**src/rtl/timer_keypad_entry_pkg.sv**
```systemverilog
// timer_keypad_entry_pkg: shared constants and FSM state encoding for the microwave timer keypad front end
package timer_keypad_entry_pkg;
  localparam int NUM_DIGITS = 4;
  localparam int DIGIT_W = 4;
  localparam int BCD_MAX = 9;
  localparam int SEC_TENS_MAX = 5;
  localparam logic [15:0] QUICK_START_VALUE = 16'h0030;
  typedef enum logic [2:0] {IDLE, ENTRY, LOAD, RUN, PAUSE, CANCEL, DONE} state_t;
endpackage

```
**src/rtl/timer_keypad_entry_bcd_entry_shifter.sv**
```systemverilog
// bcd_entry_shifter: MM:SS digit buffer with shift-in at digit0, clear, preset and saturating entry count
//  ports: clock/clear (async reset), shift+digit (append digit), zero (clear buffer),
//         preset+preset_value (load whole buffer), digits (buffer), count (digits entered)
module bcd_entry_shifter
  import timer_keypad_entry_pkg::*;
#(
  parameter int N = NUM_DIGITS,
  parameter int W = DIGIT_W
) (
  input  logic         clock,
  input  logic         clear,
  input  logic         shift,
  input  logic [W-1:0] digit,
  input  logic         zero,
  input  logic         preset,
  input  logic [N*W-1:0] preset_value,
  output logic [N*W-1:0] digits,
  output logic [2:0]   count
);
  localparam logic [2:0] FULL = 3'(N);
  always_ff @(posedge clock or posedge clear)
    if (clear) begin
      digits <= '0;
      count <= '0;
    end else if (zero) begin
      digits <= '0;
      count <= '0;
    end else if (preset) begin
      digits <= preset_value;
      count <= '0;
    end else if (shift && count < FULL) begin
      digits <= {digits[(N-1)*W-1:0], digit};
      count <= count + 3'd1;
    end
endmodule

```
**src/rtl/timer_keypad_entry.sv**
```systemverilog
// timer_keypad_entry: keypad front end collecting MM:SS digits and sequencing load/clear/enable of the counter chain
//  ports: clock, clear (async reset), key_valid/key_code, key_start, key_stop, timer_zero in;
//         digits_out, loadn, cnt_clearn, enable, entry_count, done, err out (all registered)
//  config: define TIMER_QUICK_START_EN to make start in IDLE load 00:30 and run
module timer_keypad_entry
  import timer_keypad_entry_pkg::*;
#(
  parameter int NUM_DIGITS = timer_keypad_entry_pkg::NUM_DIGITS,
  parameter int DIGIT_W = timer_keypad_entry_pkg::DIGIT_W
) (
  input  logic                          clock,
  input  logic                          clear,
  input  logic                          key_valid,
  input  logic [DIGIT_W-1:0]            key_code,
  input  logic                          key_start,
  input  logic                          key_stop,
  input  logic                          timer_zero,
  output logic [NUM_DIGITS*DIGIT_W-1:0] digits_out,
  output logic                          loadn,
  output logic                          cnt_clearn,
  output logic                          enable,
  output logic [2:0]                    entry_count,
  output logic                          done,
  output logic                          err
);
`ifdef TIMER_QUICK_START_EN
  localparam bit QUICK = 1'b1;
`else
  localparam bit QUICK = 1'b0;
`endif
  state_t state, next;
  logic reject;
  logic take_digit;
  logic [DIGIT_W-1:0] sec_tens;
  assign sec_tens = digits_out[2*DIGIT_W-1:DIGIT_W];
  // start and stop outrank a digit arriving in the same cycle
  assign take_digit = key_valid && key_code <= DIGIT_W'(BCD_MAX) && !key_stop && !key_start;
  always_comb begin
    next = state;
    reject = 1'b0;
    case (state)
      IDLE:
        if (QUICK && key_start && !key_stop) next = LOAD;
        else if (take_digit) next = ENTRY;
      ENTRY:
        if (key_stop) next = IDLE;
        else if (key_start) begin
          if (sec_tens > DIGIT_W'(SEC_TENS_MAX)) reject = 1'b1;
          else next = LOAD;
        end
      LOAD: next = RUN;
      RUN:
        if (timer_zero) next = DONE;
        else if (key_stop) next = PAUSE;
      PAUSE:
        if (key_stop) next = CANCEL;
        else if (key_start) next = RUN;
      CANCEL: next = IDLE;
      DONE: next = (key_valid || key_start || key_stop) ? CANCEL : DONE;
      default: next = IDLE;
    endcase
  end
  bcd_entry_shifter #(.N(NUM_DIGITS), .W(DIGIT_W)) u_shifter (
    .clock        (clock),
    .clear        (clear),
    .shift        ((state == IDLE || state == ENTRY) && take_digit),
    .digit        (key_code),
    .zero         ((state == ENTRY && key_stop) || next == CANCEL),
    .preset       (QUICK && state == IDLE && key_start && !key_stop),
    .preset_value ((NUM_DIGITS*DIGIT_W)'(QUICK_START_VALUE)),
    .digits       (digits_out),
    .count        (entry_count)
  );
  // controls are decoded from the next state so they line up with the state they belong to
  always_ff @(posedge clock or posedge clear)
    if (clear) begin
      state <= IDLE;
      loadn <= 1'b1;
      cnt_clearn <= 1'b1;
      enable <= 1'b0;
      done <= 1'b0;
      err <= 1'b0;
    end else begin
      state <= next;
      loadn <= next != LOAD;
      cnt_clearn <= next != CANCEL;
      enable <= next == RUN;
      done <= next == DONE;
      err <= reject;
    end
endmodule

```
**config.mk**
```make
export PLATFORM = sky130hd
export DESIGN_NAME = timer_keypad_entry
export DESIGN_NICKNAME = d
export VERILOG_FILES = /design/src/rtl/timer_keypad_entry_pkg.sv /design/src/rtl/timer_keypad_entry_bcd_entry_shifter.sv /design/src/rtl/timer_keypad_entry.sv
export SDC_FILE = /design/constraint.sdc
export NUM_CORES = 1
export LEC_CHECK = 0
export BUFFER_PORTS_ARGS = -buffer_cell sky130_fd_sc_hd__clkbuf_2
export CAP_MARGIN = 20
export CORE_ASPECT_RATIO = 0.8
export CORE_MARGIN = 2
export CORE_UTILIZATION = 30
export DETAILED_ROUTE_END_ITERATION = 8
export GPL_ROUTABILITY_DRIVEN = 0
export HOLD_SLACK_MARGIN = 0.15
export PLACE_DENSITY_LB_ADDON = 0.25
export SETUP_SLACK_MARGIN = 0.2
export SLEW_MARGIN = 0
export SYNTH_ARGS = -nofsm -noshare
export SYNTH_HDL_FRONTEND = slang
export SYNTH_HIERARCHICAL = 1
export SYNTH_SLANG_ARGS = --single-unit
```
**constraint.sdc**
```tcl
create_clock -name clock -period 2.7 [get_ports clock]
set_input_delay 0 -clock clock [delete_from_list [all_inputs] [get_ports clock]]
set_output_delay 0 -clock clock [all_outputs]
set_load 0.02 [all_outputs]
```
==> results.cfg <==
[critical_path]
worst_r2r_startpoint = state[2]
r2r_cells = 7
cp-start-kind = register
cp.arrival_ns = 2.36
path_max_fanout = 16
endpoint_kind = register
crit_start = state[2]
r2r_setup_slack_ns = 0.50
rr_endpoint = u_shifter/digits[14]
path_class = reg2reg
cp.required_ns = 2.86
cp-endpoint = u_shifter/digits[14]

[logic_synthesis]
muxShareOfSynthArea_pct = 24.02
synth_compound_area_share_pct = 8.728
syn-cell-area_um2 = 1505
netlist_instances = 132
synth-edff-count = 0
synth_fa_ha_area_share_pct = 0.8313
synth.distinct_cells = 38
synthTopCellsByArea = dfrtp_1 42%, mux2i_1 11%, mux2_2 9.7%
avgSynthCellArea_um2 = 11.40
ys_seq_area_share_pct = 45.05
yosys.area_share.simple_pct = 14.38
yosysTopAreaCellShare_pct = 41.56
ys_async_sr_fraction_pct = 100.0
ys_seq_elements = 27
yosysWarnings = 6
synth_ff_type = dfrtp_1
synth_top_family_by_area = multiplexers
synth_xor_area_share_pct = 0.5819
synth_area_leader_cell = dfrtp_1

[clocking]
cts_sinks = 27
cts_root_buf = clkbuf_8
clk_latency_ns = 0.27
numCtsBuffers = 3
h-tree-depth = 1
ctsResizeCount = 0
cts_tree = done
clk_pin_slew_worst_paths_ns = 0.09
clockBufferDepth = 2

[final_layout]
antennaDiodeCount = 0
final_layout_size_suffix_gt1_share_pct = 33.51
final_util_pct = 38.22
area_growth_pct = 24.94
final_common_cell = clkbuf_2
layout.cells.non_filler = 250
final_cell_mix = 33 x clkbuf_2, 25 x dfrtp_1, 20 x nor2_1, 18 x conb_1, 17 x mux2i_1
nets = 200

[global_route]
grt_pass1_vias = 1088
grt_max_degree = 20
grt_overflow = 0
grt_antenna_before_repair = 0
grt_pass1_wl_um = 4968
grt_usage_pct = 10.97

[floorplanning]
die_h_um = 67.36
io-pin-count = 34
fp.dieArea_um2 = 5604
rows = 23
core_um2 = 4921
initial_core_util_pct = 30.59
die_x_um = 83.20

[sta]
setup_viol = 0
fmax_mhz = 454.5
period_needed_ns = 2.200
post-route-period-util_pct = 81.50
hold_violations = 0
grt_setup_unrepaired = false
fin_worst_skew_ns = 0.002980
fin_tns_setup_ns = 0
worstMarginPinSlew_ns = 0.7588
slew_headroom_pct = 49.36
finalMaxSlewViolations = 0

[power_and_ir_drop]
p_leak_nw = 0.9440
max-vdd-ir-drop_v = 0.0004786
powerDensity_nw_per_um2 = 910.9

[drt]
wl_per_cell_um = 11.75
first_pass_iters = 4
drt_iter0_drc = 62
vias_per_cell = 4.364
vias = 1091
drc = 0
routed_wl_um = 2938
ant_nets = 0

[run]
cap_violations = 0

[place]
dp.cells = 237
port_buffers = 33
dp_hpwl_um = 2093

[min_path]
hp-class = in2async

[status]
status = finished clean
how the worst min path moves through the flow:
stage | start | endpoint | slack, ns | depth (start not counted)
after global placement | clear | enable | -0.04 | 2
after CTS | clear | done | 0.21 | 3
after floorplan | clear | done | -0.19 | 1
final | clear | done | 0.21 | 3
after global routing | clear | enable | 0.24 | 3
after detailed placement | clear | done | -0.04 | 2
through the flow:
step                area, um^2  worst slack, ns  total power, W  hold slack (ns)
finish                    1881           0.4996        0.001713           0.2057
global route              1881           0.3346        0.001841           0.2409
CTS                       1881           0.4950        0.001735           0.2116
detailed placement        1745           0.5145        0.001495         -0.03926
global placement          1745           0.5508        0.001493         -0.03559
floorplan                 1565           0.6781        0.001281          -0.1858
sequential cells by signal, indices dropped and copies added (netlist names):
| register | cells |
|---|---|
| u_shifter/digits | 16 |
| state | 3 |
| u_shifter/count | 3 |
| cnt_clearn | 1 |
| done | 1 |
| enable | 1 |
| err | 1 |
| loadn | 1 |
routing by layer:
layer | GRT usage [%] | up-vias | wire length [um]
li1 | - | 557 | -
met1 | 14.31 | 510 | 1463
met2 | 18.45 | 22 | 1315
met3 | 3.056 | 2 | 140
met4 | 2.459 | 0 | 18
met5 | 0 | - | 0
report_power, final:
part	switching (W)	internal, W	total [W]
registers	0.000136	0.000553	0.000689
clock network	0.000120	0.000106	0.000226
logic	0.000447	0.000352	0.000799
worst max-delay path, stage by stage (launching register included):
cell and delay, ns:
dfrtp_1 0.45, nand2b_4 0.19, a2111oi_4 0.32, a311oi_2 0.10, o21ai_1 0.20, nor2_1 0.07
nand2_2 0.36, mux2_2 0.39
cell usage after synthesis, types with 3 or more instances:
cell and count:
buf_4 3, nor2_1 20, o21ai_0 3, dfrtp_1 25, inv_1 5, mux2i_1 17, mux2_2 13, a21oi_1 5
nor3_1 3, mux2_4 3, nand2_1 3
cell families (layout without fill, tap and decap cells):
family                   after synthesis  in the layout
AO/OA/AOI/OAI                         16             16
XOR/XNOR                               1              1
adder cells (fa/ha/maj)                1              1
buffers and inverters                 12             52
flip-flops                            27             27
multiplexers                          33             33
other                                  2             18
AND/OR/NAND/NOR                       40             40
area by class of cell:
| class | instances | area, um^2 |
|---|---|---|
| sequential | 27 | 678.2 |
| timing repair buffer | 43 | 262.8 |
| tap | 62 | 77.57 |
| clock buffer | 4 | 45.04 |
| inverter | 5 | 18.77 |
| fill | 494 | 3040 |
| multi-input combinational | 109 | 798.3 |
repair_timing:
action | CTS | global route
endpoints found under the hold margin | 36 | 0
buffers inserted | 0 | 0
setup endpoints to repair | 0 | 0
hold buffers | 9 | 0
Note: power is estimated with default switching activity, not from simulation.
